## src/rtl/dac_pkg.sv

```systemverilog
// ============================================================================
// dac_pkg: shared types and defaults for the DDS phase/ROM pipeline. Rev 1.0
// ============================================================================
`default_nettype none

package dac_pkg;

  typedef enum logic [1:0] {
    IDLE  = 2'd0,
    FIXED = 2'd1,
    UP    = 2'd2,
    DOWN  = 2'd3
  } sweep_state_t;

  localparam logic MODE_FIXED = 1'b0;
  localparam logic MODE_SWEEP = 1'b1;

  localparam int DEF_ACC_W = 32;
  localparam int DEF_OUT_W = 8;

endpackage

`default_nettype wire

```

## src/rtl/sweep_tick_gen.sv

```systemverilog
// ============================================================================
// sweep_tick_gen: one-cycle tick every STEP_CYCLES enabled cycles. Rev 1.0
// ============================================================================
`default_nettype none

module sweep_tick_gen #(
  parameter int STEP_CYCLES = 1024
) (
  input  logic clk,
  input  logic rst_n,
  input  logic enable,
  input  logic clear,
  output logic tick
);

  localparam int CNT_W = (STEP_CYCLES > 1) ? $clog2(STEP_CYCLES) : 1;
  localparam logic [CNT_W-1:0] RELOAD = CNT_W'(STEP_CYCLES - 1);

  logic [CNT_W-1:0] cnt;

  // clear restarts a full period so the first tick lands STEP_CYCLES enabled cycles later
  always_ff @(posedge clk or negedge rst_n) begin
    if (!rst_n) begin
      cnt <= '0;
    end else if (clear) begin
      cnt <= RELOAD;
    end else if (enable) begin
      cnt <= (cnt == '0) ? RELOAD : (cnt - CNT_W'(1));
    end
  end

  assign tick = enable && !clear && (cnt == '0);

endmodule

`default_nettype wire

```

## src/rtl/phase_acc_sweep.sv

```systemverilog
// ============================================================================
// phase_acc_sweep: DDS phase accumulator; optional triangular sweep when
// FREQ_SWEEP_EN is defined. Rev 1.0
// ============================================================================
`default_nettype none

module phase_acc_sweep
  import dac_pkg::*;
#(
  parameter int ACC_W       = DEF_ACC_W,
  parameter int OUT_W       = DEF_OUT_W,
  parameter int STEP_CYCLES = 1024
) (
  input  logic             clk,
  input  logic             rst_n,
  input  logic             enable,
  input  logic             cfg_valid,
  output logic             cfg_ready,
  input  logic [ACC_W-1:0] cfg_fword,
  input  logic [ACC_W-1:0] cfg_fstop,
  input  logic [ACC_W-1:0] cfg_fstep,
  input  logic             cfg_mode,
  output logic [OUT_W-1:0] result,
  output logic             wrap,
  output logic [ACC_W-1:0] fword_cur
);

  logic [ACC_W-1:0] acc;
  logic [ACC_W-1:0] fstart_sh;
  logic [ACC_W-1:0] fword_nxt;
  logic [ACC_W:0]   add_full;
  logic             carry;
  logic             pending;
  logic             capture;
  logic             apply;
  sweep_state_t     state;
  sweep_state_t     state_nxt;

  assign add_full  = {1'b0, acc} + {1'b0, fword_cur};
  assign carry     = add_full[ACC_W];
  assign cfg_ready = !pending;
  assign capture   = cfg_valid && !pending;
  // a capture never coincides with an apply: apply needs pending already set
  assign apply     = pending && (!enable || carry);
  assign result    = acc[ACC_W-1 -: OUT_W];

  always_ff @(posedge clk or negedge rst_n) begin
    if (!rst_n) begin
      acc       <= '0;
      wrap      <= 1'b0;
      pending   <= 1'b0;
      fstart_sh <= '0;
    end else begin
      if (enable) begin
        acc <= add_full[ACC_W-1:0];
      end
      wrap <= enable && carry;
      if (capture) begin
        pending   <= 1'b1;
        fstart_sh <= cfg_fword;
      end else if (apply) begin
        pending <= 1'b0;
      end
    end
  end

`ifdef FREQ_SWEEP_EN
  logic [ACC_W-1:0] fstop_sh;
  logic [ACC_W-1:0] fstep_sh;
  logic             mode_sh;
  logic [ACC_W-1:0] act_fstart;
  logic [ACC_W-1:0] act_fstop;
  logic [ACC_W-1:0] act_fstep;
  logic [ACC_W:0]   up_sum;
  logic [ACC_W:0]   dn_diff;
  logic             sweep_ok;
  logic             tick;

  // active bounds are separate from the shadow so a queued update cannot disturb a running sweep
  always_ff @(posedge clk or negedge rst_n) begin
    if (!rst_n) begin
      fstop_sh   <= '0;
      fstep_sh   <= '0;
      mode_sh    <= MODE_FIXED;
      act_fstart <= '0;
      act_fstop  <= '0;
      act_fstep  <= '0;
    end else begin
      if (capture) begin
        fstop_sh <= cfg_fstop;
        fstep_sh <= cfg_fstep;
        mode_sh  <= cfg_mode;
      end
      if (apply) begin
        act_fstart <= fstart_sh;
        act_fstop  <= fstop_sh;
        act_fstep  <= fstep_sh;
      end
    end
  end

  sweep_tick_gen #(
    .STEP_CYCLES(STEP_CYCLES)
  ) u_tick (
    .clk   (clk),
    .rst_n (rst_n),
    .enable(enable),
    .clear (apply),
    .tick  (tick)
  );

  assign sweep_ok = (mode_sh == MODE_SWEEP) && (fstop_sh > fstart_sh) && (fstep_sh != '0);
  assign up_sum   = {1'b0, fword_cur} + {1'b0, act_fstep};
  // top bit set means the subtraction borrowed
  assign dn_diff  = {1'b0, fword_cur} - {1'b0, act_fstep};
`else
  logic unused_cfg;
  assign unused_cfg = ^{cfg_fstop, cfg_fstep, cfg_mode};
`endif

  always_comb begin
    state_nxt = state;
    fword_nxt = fword_cur;
    if (apply) begin
      fword_nxt = fstart_sh;
`ifdef FREQ_SWEEP_EN
      state_nxt = sweep_ok ? UP : FIXED;
`else
      state_nxt = FIXED;
`endif
    end
`ifdef FREQ_SWEEP_EN
    else if (tick) begin
      case (state)
        UP: begin
          if (up_sum >= {1'b0, act_fstop}) begin
            fword_nxt = act_fstop;
            state_nxt = DOWN;
          end else begin
            fword_nxt = up_sum[ACC_W-1:0];
          end
        end
        DOWN: begin
          if (dn_diff[ACC_W] || (dn_diff[ACC_W-1:0] <= act_fstart)) begin
            fword_nxt = act_fstart;
            state_nxt = UP;
          end else begin
            fword_nxt = dn_diff[ACC_W-1:0];
          end
        end
        default: begin
        end
      endcase
    end
`endif
  end

  always_ff @(posedge clk or negedge rst_n) begin
    if (!rst_n) begin
      state     <= IDLE;
      fword_cur <= '0;
    end else begin
      state     <= state_nxt;
      fword_cur <= fword_nxt;
    end
  end

endmodule

`default_nettype wire
```

## config.mk

```make
export PLATFORM = sky130hd
export DESIGN_NAME = phase_acc_sweep
export DESIGN_NICKNAME = d
export VERILOG_FILES = /design/src/rtl/dac_pkg.sv /design/src/rtl/sweep_tick_gen.sv /design/src/rtl/phase_acc_sweep.sv
export SDC_FILE = /design/constraint.sdc
export NUM_CORES = 1
export LEC_CHECK = 0
export ABC_AREA = 1
export BUFFER_PORTS_ARGS = -buffer_cell sky130_fd_sc_hd__buf_2
export CORE_MARGIN = 2
export CORE_UTILIZATION = 25
export CTS_CLUSTER_DIAMETER = 40
export DETAILED_ROUTE_END_ITERATION = 12
export HOLD_SLACK_MARGIN = 0.15
export PLACE_DENSITY = 0.43
export SLEW_MARGIN = 10
export SYNTH_ARGS = -nofsm -noshare
export SYNTH_HDL_FRONTEND = slang
export SYNTH_HIERARCHICAL = 1
export SYNTH_SLANG_ARGS = --single-unit
```

## constraint.sdc

```tcl
create_clock -name clk -period 4.2 [get_ports clk]
set_input_delay 0.63 -clock clk [delete_from_list [all_inputs] [get_ports clk]]
set_output_delay 0.63 -clock clk [all_outputs]
set_load 0.01 [all_outputs]
```

==> reports/results.ini <==
[worst_setup_path]
critPathMaxFanout = 34
cp.arrival_ns = 3.27
critPathKind = register to register
required_ns = 4.50
crit_start = fword_cur[0]
worstSetupStartpointType = register
end_kind = register
rr_startpoint = fword_cur[0]

[placement]
pre_cts_slack_ns = 1.20
gp_congestion = 0.823
dpl.hpwl_um = 13200
postPlaceCellArea_um2 = 6820
port_buffers = 77

[routing]
vias = 5213
drt_iter0_drc = 261
finalWirelength_um = 17100
ant_nets = 0
dr.pass1.iters = 4
avgRoutedWirePerCell_um = 13.7
drc_errors = 0
via_per_inst = 4.18

[cells_and_area]
syn2layout_area_growth_pct = 15.9
antenna_cells = 0
fill_cells = 2747
seqCellArea_um2 = 2450
finalInstanceArea_um2 = 7140
nets = 1053
multiInputGateArea_um2 = 3080
drive_gt1_share_pct = 15.0

[yosys]
seq_area_frac_synth_pct = 39.8
synth_common_cells = 362 x nand2_1, 121 x inv_1, 98 x dfrtp_1
synth_area_um2 = 6160
synthDistinctLibCells = 28
yosysTopAreaCell = dfrtp_1
synthFlopType = dfrtp_1
syn_inst = 853
ys_ff_latch = 98
syn_avg_cell_area_um2 = 7.23
synth.most_common_cell = nand2_1
synth_warnings = 6
synth_nets = 987
ys_async_sr_fraction_pct = 100
yosysTopAreaCellShare_pct = 39.8
synth_edf_count = 0
ys_top_cells_by_area = dfrtp_1 40%, nand2_1 22%, inv_1 7.4%

[floorplanning]
coreArea_um2 = 24200
die_area_um2 = 25900
die_h_um = 161
io_pins = 143
rows = 57
initial_core_util_pct = 25.4
fp.dieW_um = 161

[clock_network]
cts.sinks = 98
cts-resized-gates = 0
clkLatencyLatePin_ns = 0.36
cts_buffers = 9
clk_pin_slew_ns = 0.08
cts_setup_buffers = 0
cts_tree = done
htreeDepth = 3
holdBufCountCts = 0
cts_buffer_depth = 2
root_buffer = clkbuf_16

[timing]
slew_headroom_pct = 53.0
setup_violations = 0
hold_viol_final = 0
setup_tns_ns = 0
tightest_slew_ns = 0.705
slew_viol_final = 0
finClkSkew_ns = 0.0113
fin_ws_ns = 1.23
fin_crit_ns = 2.97
rsz0062_at_grt = false
max_freq_mhz = 337
period_share_pct = 70.7

[power]
power_density_nw_per_um2 = 908
seqPwrFrac_pct = 27.9
ir_worst_vdd_mv = 0.303
p_comb_share_pct = 57.8
power.switching_uw = 3170
p_int_uw = 3320
power_frac_clock_pct = 14.3
power.leakage_uw = 0.00401
swShare_pct = 48.9

[global_route]
grt_pass1_wl_um = 27700
antenna_found_initial = 0
grt_pass1_vias = 5088
grt_start_max_net_pins = 55
grtUsageTotal_pct = 13.7
overflow = 0

[run_status]
outcome = finished, final reports clean

[run]
cap_violations = 0

[min_path]
hold_path_class = input pin to async pin

-- area by class of cell --
type / count / share of cell area (%)
Tap cell: 324 / 5.67
Clock inverter: 7 / 1.33
Timing Repair Buffer: 82 / 5.95
Multi-Input combinational cell: 606 / 43.2
Inverter: 122 / 6.41
Sequential cell: 98 / 34.3
Clock buffer: 9 / 3.15
-- power groups by stage --
stage               combinational, µW  clock [µW]  sequential (µW)
floorplan                        2810           0             1760
global placement                 3780           0             1830
global route                     4360         987             1880
CTS                              3810         955             1820
finish                           3750         928             1810
detailed placement               3790           0             1830
-- worst paths after layout --
path                                 end  slack, ns  cells after the start
hold / removal              fword_cur[2]       0.30                      1
setup / recovery           fword_cur[25]       1.23                     13
max in group asynchronous  fword_cur[21]       3.08                      2
min in group clk                  acc[0]       0.48                      2
hold reg to reg                   acc[0]       0.48                      2
setup reg to reg           fword_cur[25]       1.23                     13
-- critical path, stage by stage (launching register included) --
cell     delay [ns]
dfrtp_1        0.42
ha_1           0.28
fa_1           0.45
nand3_1        0.11
nand3_2        0.13
nand2_1        0.09
nand2_1        0.10
nand2_1        0.10
nand2_2        0.09
nand2_2        0.10
nand3_4        0.35
nand2_4        0.48
nand2_1        0.11
nand2_1        0.07
-- layer usage --
metal | share of wire (%) | vias to the layer above | GRT usage, % | wire length [µm]
met2 | 45 | 51 | 21.5 | 7680
met5 | 0 | - | 0 | 0
met3 | 1.4 | 8 | 1.28 | 241
met4 | 1.1 | 0 | 3.90 | 185
met1 | 53 | 2393 | 20.0 | 8980
li1 | - | 2761 | - | -
-- stage by stage --
step | hold WS [ns] | total power [µW] | std cells | util (%)
floorplan | 0.334 | 4560 | 853 | -
global placement | 0.461 | 5600 | 1232 | 28.1
detailed placement | 0.468 | 5630 | 1232 | 28.1
CTS | 0.327 | 6580 | 1248 | 29.5
global route | 0.354 | 7230 | 1248 | 29.5
finish | 0.301 | 6490 | 1248 | 29.5
-- sequential cells by signal, indices dropped and copies added (netlist names) --
signal and cells:
acc 32, fword_cur 32, fstart_sh 32, pending 1, wrap 1
-- placed cells by master (no fill, tap or decap) --
cell type / instances
and3_1: 1
nand3_4: 1
clkinv_8: 1
o21ai_0: 13
fa_1: 1
dfrtp_1: 98
clkinv_1: 1
buf_4: 6
clkbuf_16: 9
inv_1: 121
nand3_2: 1
bufinv_16: 1
nand2_4: 1
o21bai_1: 1
or2_2: 3
nand3_1: 72
mux2_2: 32
a21o_1: 1
buf_2: 76
nor3_1: 1
ha_1: 32
xnor2_1: 11
nand2_1: 362
nor2_1: 42
clkinvlp_4: 2
a21oi_1: 19
and2_1: 3
inv_8: 3
a21oi_2: 1
nand3b_1: 6
nand2_2: 2
-- cells by family (layout without fill, tap and decap cells) --
kind of cell	Yosys count	in the layout	share of synthesized area (%)
DFF	98	98	39.8
xor gates and xnor gates	11	11	1.56
adders and majority gates	33	33	6.82
muxes	32	32	5.85
AOI/OAI and AO/OA	35	35	2.98
and+or+nand+nor	495	495	32.8
buffers and inverters	149	220	10.2
Note: power is estimated with default switching activity, not from simulation.
